<file path="src/rtl/padder_acc.sv">
// padder_acc: pipelined adder/accumulator with valid/ready handshakes.
//   Stage 1 computes A+B (add) or acc+A+B (accumulate) and snapshots the
//   sticky overflow flag; stages 2..STAGES are plain delay registers.
//   The whole pipeline freezes together while the output is stalled.
// Ports:
//   clk, rst_n            clock, asynchronous active-low reset
//   in_valid / in_ready   operand beat handshake (in_ready is combinational)
//   A, B                  unsigned operands, WIDTH bits
//   mode                  0 = add, 1 = accumulate (sampled on accepted beat)
//   clear                 zero accumulator and sticky flag on accepted beat
//   out_valid / out_ready result beat handshake
//   Z                     unsigned result, WIDTH+1 bits
//   ovf                   sticky overflow state travelling with the result
//   res_count             number of completed output handshakes (wraps)
module padder_acc #(
    parameter int unsigned WIDTH       = 4,
    parameter int unsigned STAGES      = 2,
    parameter int unsigned CARRY_ERROR = 0
) (
    input  logic             clk,
    input  logic             rst_n,
    input  logic             in_valid,
    output logic             in_ready,
    input  logic [WIDTH-1:0] A,
    input  logic [WIDTH-1:0] B,
    input  logic             mode,
    input  logic             clear,
    output logic             out_valid,
    input  logic             out_ready,
    output logic [WIDTH:0]   Z,
    output logic             ovf,
    output logic [15:0]      res_count
);

    localparam int unsigned ZW   = WIDTH + 1;
    localparam int unsigned SW   = WIDTH + 2;
    localparam int unsigned LAST = STAGES - 1;
    localparam int unsigned CW   = 16;

    logic [STAGES-1:0]          valid_q, valid_d, valid_shift;
    logic [STAGES-1:0][ZW-1:0]  z_q, z_d, z_shift;
    logic [STAGES-1:0]          ovf_q, ovf_d, ovf_shift;
    logic [ZW-1:0]              acc_q, acc_d;
    logic                       sticky_q, sticky_d;
    logic [CW-1:0]              cnt_q, cnt_d;

    logic                       advance;
    logic                       accept;
    logic                       take;
    logic [ZW-1:0]              base;
    logic                       base_sticky;
    logic [SW-1:0]              true_sum;
    logic [ZW-1:0]              add_sum;
    logic [ZW-1:0]              acc_sum;
    logic                       acc_ovf;
    logic [ZW-1:0]              z_new;
    logic                       ovf_new;

    // Handshake: the pipeline moves whenever the last stage can drain.
    always_comb begin
        advance  = out_ready || !valid_q[LAST];
        accept   = in_valid && advance;
        take     = valid_q[LAST] && out_ready;
        in_ready = advance;
    end

    // Stage-1 arithmetic; clear is folded into the base before summing.
    always_comb begin
        base        = clear ? '0 : acc_q;
        base_sticky = clear ? 1'b0 : sticky_q;
        true_sum    = SW'(base) + SW'(A) + SW'(B);
        add_sum     = ZW'(A) + ZW'(B);
        acc_sum     = true_sum[ZW-1:0];
        // Overflow is judged on the true sum even when the carry bit is broken.
        acc_ovf     = base_sticky | true_sum[SW-1];
        if (CARRY_ERROR != 0) begin
            add_sum[WIDTH] = 1'b0;
            acc_sum[WIDTH] = 1'b0;
        end
        if (accept) begin
            z_new   = mode ? acc_sum : add_sum;
            ovf_new = mode ? acc_ovf : base_sticky;
        end else begin
            z_new   = '0;
            ovf_new = 1'b0;
        end
    end

    // Stage shift vectors; a single-stage pipeline has nothing to delay.
    if (STAGES > 1) begin : g_shift
        assign valid_shift = {valid_q[STAGES-2:0], accept};
        assign z_shift     = {z_q[STAGES-2:0], z_new};
        assign ovf_shift   = {ovf_q[STAGES-2:0], ovf_new};
    end else begin : g_single
        assign valid_shift = accept;
        assign z_shift     = z_new;
        assign ovf_shift   = ovf_new;
    end

    // Next-state for pipeline, accumulator and result counter.
    always_comb begin
        valid_d  = valid_q;
        z_d      = z_q;
        ovf_d    = ovf_q;
        acc_d    = acc_q;
        sticky_d = sticky_q;
        cnt_d    = cnt_q;

        if (take) begin
            cnt_d = cnt_q + CW'(1);
        end

        if (accept) begin
            // Add mode keeps acc unless clear zeroed it via base.
            acc_d    = mode ? acc_sum : base;
            sticky_d = mode ? acc_ovf : base_sticky;
        end

        if (advance) begin
            valid_d = valid_shift;
            z_d     = z_shift;
            ovf_d   = ovf_shift;
        end
    end

    // State registers.
    always_ff @(posedge clk or negedge rst_n) begin
        if (!rst_n) begin
            valid_q  <= '0;
            z_q      <= '0;
            ovf_q    <= '0;
            acc_q    <= '0;
            sticky_q <= 1'b0;
            cnt_q    <= '0;
        end else begin
            valid_q  <= valid_d;
            z_q      <= z_d;
            ovf_q    <= ovf_d;
            acc_q    <= acc_d;
            sticky_q <= sticky_d;
            cnt_q    <= cnt_d;
        end
    end

    // Outputs come straight from the last stage.
    always_comb begin
        out_valid = valid_q[LAST];
        Z         = z_q[LAST];
        ovf       = ovf_q[LAST];
        res_count = cnt_q;
    end

endmodule

</file>
<file path="config.mk">
export PLATFORM = sky130hd
export DESIGN_NAME = padder_acc
export DESIGN_NICKNAME = d
export VERILOG_FILES = /design/src/rtl/padder_acc.sv
export SDC_FILE = /design/constraint.sdc
export NUM_CORES = 1
export LEC_CHECK = 0
export CORE_ASPECT_RATIO = 0.8
export CORE_MARGIN = 2
export CORE_UTILIZATION = 50
export DETAILED_ROUTE_END_ITERATION = 10
export HOLD_SLACK_MARGIN = 0.02
export PLACE_DENSITY = 0.9
export SETUP_SLACK_MARGIN = 0.4
export SLEW_MARGIN = 30
export SYNTH_ARGS = -nofsm -noshare
export SYNTH_HDL_FRONTEND = slang
export SYNTH_SLANG_ARGS = --single-unit
</file>
<file path="constraint.sdc">
create_clock -name clk -period 2.5 [get_ports clk]
set_input_delay 0.625 -clock clk [delete_from_list [all_inputs] [get_ports clk]]
set_output_delay 0.625 -clock clk [all_outputs]
set_load 0.03 [all_outputs]
</file>
# Yosys cells after proc, flatten, opt, wreduce, memory -nomap -nowiden
# Index checks and enable logic that the tools add are counted.
[word_totals] reg_bits=36 output_inout_bits=24 elab_cells=23
[classes] addsub=4 n_mux=7 bitwise=1 n_reduce_logical=4
[op_table] op="$mux 5" count=4
[op_table] op="$add 16x1->16 const B" count=1
[op_table] op="$add 5x4->6" count=1
[op_table] op="$add 6x4->6" count=1
[op_table] op="$add 4x4->5" count=1
[op_table] op="$mux 1" count=3
[op_table] op="$logic_and 1x1->1" count=2
[op_table] op="$logic_not 1->1" count=1
[op_table] op="$logic_or 1x1->1" count=1
[op_table] op="$or 1x1->1" count=1

# Depth between registers and ports, before layout
# Gate-level depths: netlist (run 1).
[logic_depth] ltp_word=6 mapped_depth=9 ltp_nobuf=9

# Worst setup path before layout (run 1)
# OpenSTA, ideal clock, no wires.
[synth_path] path_type="input-to-reg" startpoint="in clear" endpoint="reg ovf_q[0]" setup_time_ps=143 arrival_ps=2331 path_slack_ps=26 path_stages=9 cell_sequence="nand2b_1 fa_1 inv_1 ha_1 fa_1 a21oi_1 nor2b_1 o21ai_0 a32oi_1"
[synth_between] elab_chain_len=6 elab_cells_between_ends=7 cone_classes="add/sub (2); mux (4); bitwise (1)"
[synth_rtl] item="start: declaration" line="27" source="input logic clear,"
[synth_rtl] item="$mux 5" line="69" source="base = clear ? '0 : acc_q;"
[synth_rtl] item="$add 5x4->6" line="71" source="true_sum = SW'(base) + SW'(A) + SW'(B);"
[synth_rtl] item="$add 6x4->6" line="71"
[synth_rtl] item="$or 1x1->1" line="75" source="acc_ovf = base_sticky | true_sum[SW-1];"
[synth_rtl] item="$mux 1 *" line="82" source="ovf_new = mode ? acc_ovf : base_sticky;"
[synth_rtl] item="$mux 1 *" line="80" source="if (accept) begin"
[synth_rtl] item="end signal: assignment" line="138" source="ovf_q <= ovf_d;"
[synth_rtl] item="end: declaration" line="42" source="logic [STAGES-1:0] ovf_q, ovf_d, ovf_shift;"
# Mark *: on every way between the ends. The rest lies on a longest branch, timed or not.
# A chain may end at the register's enable or synchronous reset.

# Worst setup path after layout (run 1)
# Ends and elaborated chain as after synthesis.

==> results by group, run 1 <==
Status
  – Status: finished clean

Finish
  – Non-filler instance count after layout: approximately 270
  – Design Area, Final: 0.00253 mm²
  – Total Nets Final: 256
  – Area delta synth->final: 32.4%
  – Diodes inserted: 0
  – Share of cells above drive strength 1: around 18%

STA
  – Slew Viols, Final: 0
  – Minimum clock period: about 2.3 ns
  – Setup violators final: 0
  – Tightest Pin Transition: 0.524 ns
  – Setup WS post-layout: approximately 0.21 ns
  – Fin. Hold Viols: 0
  – RSZ-0062 raised after global routing: yes
  – Worst Skew: 0.00771 ns
  – Max-slew headroom: between 60 and 70%
  – Crit share post-route: 91.6%
  – Max Clk Rate: 437 MHz

CTS
  – CTS Buf Count: 5
  – Root buffer cell: clkbuf_8
  – Cts hold-fix bufs: 0
  – Clock latency on the worst-skew pair: 0.28 ns
  – CTS Buffer Depth: 2
  – Clock slew at reported path FFs: roughly 0.070 ns
  – H-tree depth: 2
  – CTS sink cnt: 36
  – CTS tree: done

Hold path
  – Hold_sp: Z[2]
  – Hold WC Path Type: flip-flop to flip-flop
  – Hold path cells: 2
  – Hold Path Sink: Z[2]

Worst setup path
  – Setup slack, reg-to-reg: 0.30 ns
  – Reg-to-Reg End: ovf_q[0]
  – R2r worst-path depth: 9
  – WP data arrival: between 2 and 2.5 ns
  – Startpoint types: primary input
  – CP max stage delay: 0.47 ns
  – Max FO, Critical Path: 3
  – CP endpoint kind: flip-flop
  – Critical Path Slowest Stage Cell: fa_1
  – CP Cell Sequence: buf_8 -> nand2b_4 -> fa_1 -> inv_1 -> ha_2 -> fa_2 -> a21oi_2 -> nor2b_1 -> o21ai_2 -> a32oi_1
  – Critical path type: primary input to flip-flop
  – Worst Path Required: 2.66 ns
  – R2R Path Start: acc_q[1]

Floorplanning
  – Core area: between 0.003 and 0.004 mm²
  – Width of the die: roughly 73 µm
  – Ports: 38
  – Initial core utilization: 51.3%
  – Rows: 20
  – DIE HEIGHT: 59.3 µm
  – Full die area: ~0.0043 mm²

Logic synthesis
  – Syn avg cell area: approximately 11 µm²
  – Seq/Total Area, Yosys: between 40% and 50%
  – YS warnings: 0
  – Main combinational cell family by area after synthesis: simple AND/OR/NAND/NOR gates
  – Mux contribution to synthesized area: 2.16%
  – Netlist cell types: 33
  – Number of synthesized register bits: 36
  – Post-Synth Simple-Gate Area: roughly 17%
  – Synth Cell Area: between 0.0015 and 0.002 mm²
  – XOR/XNOR share of the synthesized area: 8.70%
  – Syn_nets: 209
  – Post-synthesis instance total: 180
  – Synth Area in Adders: 12.2%
  – Synth Area in Compound Gates: approximately 8.2%

Global routing
  – GRT Overall Usage: a little under a fifth
  – First-pass GRT wire length: 6210 µm
  – Number of antenna violations at the first check in global routing: 0
  – Pin count of the biggest net entering global routing: 37
  – Grt met1 use: 26.2%
  – Grt ovf: 0
  – Vias in the first global route: 1410
  – Met2 GRT Util: 29.5%
  – Grt met3 use: 5.27%
  – Busiest grt layer: met2

Placed design
  – IO Port Bufs: 37
  – Area after DPL: 0.00237 mm²
  – Placed Cells: 262
  – Gp weighted congestion: 0.848
  – HPWL after detailed placement: 2780 µm
  – Setup WS pre-CTS: -0.511 ns

Routing
  – Wirelength per Cell: 14.0 µm
  – Final ANT Viol Nets: 0
  – Via-to-Cell Ratio: 5.36
  – Routed WL: around 3800 µm
  – Vias: 1459
  – # DRC: 0
  – Drt pass-1 iters: 4
  – Starting DRT DRC Count: 87

Power
  – Power per standard cell area: ~840 mW/mm²
  – Leakage power: 1.21 nW
  – VDD IR max: 0.000586 V
  – Final total power: 0.00213 W

Job
  – Max_cap viols: 0
[layer usage]
metal	share of wire, %	vias up	wire length, µm
li1	-	692	-
met1	46	714	1740
met2	48	40	1830
met3	4.3	13	165
met4	2.1	0	79
met5	0	-	0
[worst max-delay path by stage]
stage	start	to	slack [ns]
floorplan	clear	ovf_q[0]	0.14
global placement	clear	ovf_q[0]	-0.48
detailed placement	clear	z_q[3]	-0.51
CTS	clear	z_q[3]	0.25
global route	clear	z_q[3]	0.15
finish	clear	ovf_q[0]	0.21
[critical path, delay by kind of cell]
kind / cells / cell delay [ns]
compound gates: 3 / 0.46
fa+ha+maj: 3 / 1.05
buf+inv: 2 / 0.14
simple gates: 2 / 0.19
[cell families after synthesis]
family	count (synthesis)
AO/OA/AOI/OAI	24
XOR/XNOR	19
adder cells (fa/ha/maj)	15
buffers and inverters	16
flip-flops	36
multiplexers	4
AND/OR/NAND/NOR	66
[stage by stage]
stage / utilization [%] / hold WS (ns) / setup TNS (ns)
after global routing: 68.0 / 0.489 / 0
after global placement: 63.5 / 0.448 / -2.94
final: 68.0 / 0.462 / 0
after floorplan: - / 0.329 / 0
after CTS: 67.3 / 0.470 / 0
after detailed placement: 63.5 / 0.455 / -3.38
[timing repair]
| action | 4_1_cts | 5_1_grt |
|---|---|---|
| setup endpoints to repair | 10 | 9 |
| gates resized for setup | 32 | 3 |
| pin swaps | 13 | 4 |
| setup buffers | 0 | 2 |
[layout by cell type (no fill, tap or decap), drive strengths merged, types with 7 or more instances in the layout]
cell	n
nand2	32
a21oi	7
xnor2	16
nor2b	7
inv	7
ha	9
dfrtp	36
clkdlybuf4s50	24
nor2	7
buf	16
[area by class of cell]
type                    instances  area (µm²)
flip-flops and latches         36         901
repair buffers                 49         452
multi-input cells             128         990
fillers                       273        1190
well taps                      44        55.1
inverters                       7        28.8
clock buffers                   6        72.6
clock inverters                 2        35.0
[where the power goes]
group | internal, W | total [W] | switching [W]
registers | 0.000712 | 0.000832 | 0.000120
clock network | 0.000296 | 0.000489 | 0.000194
logic | 0.000393 | 0.000809 | 0.000416
[flip-flops by register name, summed over array words and instances, names as in the netlist]
register   cells
acc_q          5
z_q            5
Z              5
ovf_q          2
sticky_q       1
valid_q        2
res_count     16
[cells in the mapped netlist]
library cell  count  area, µm²
nand2_1          32        120
nand3_1           6       30.0
and2_1            1       6.26
nor2_2            1       6.26
o211ai_1          1       7.51
o41ai_1           1       8.76
fa_1              6        120
buf_6             1       11.3
mux2_2            1       11.3
inv_2             1       3.75
buf_1             1       3.75
buf_2             2       10.0
nor2_1            6       22.5
and3_4            1       11.3
a22o_1            4       35.0
nor2b_1           6       37.5
xnor2_1          16        140
o21ai_0           5       25.0
or2_2             1       6.26
a21oi_1           7       35.0
ha_1              9        113
nand4_1           5       31.3
and4_1            1       8.76
a21o_1            5       37.5
inv_1             6       22.5
and3_1            2       12.5
xor2_1            3       26.3
mux2i_1           3       30.0
a32oi_1           1       8.76
nor2b_4           1       13.8
nand2b_1          3       18.8
dfrtp_1          36        901
buf_4             5       37.5
Note: power is estimated with default switching activity, not from simulation.
==> inputs of run 2 (changes only) <==
--- a/config.mk
+++ b/config.mk
@@ -8,6 +8,7 @@
 export CORE_ASPECT_RATIO = 0.8
 export CORE_MARGIN = 2
 export CORE_UTILIZATION = 50
+export CTS_CLUSTER_SIZE = 24
 export DETAILED_ROUTE_END_ITERATION = 10
 export HOLD_SLACK_MARGIN = 0.02
 export PLACE_DENSITY = 0.9
==> results of run 2 <==
Same layout as run 1: the final DEF is identical, and so are final timing and power.
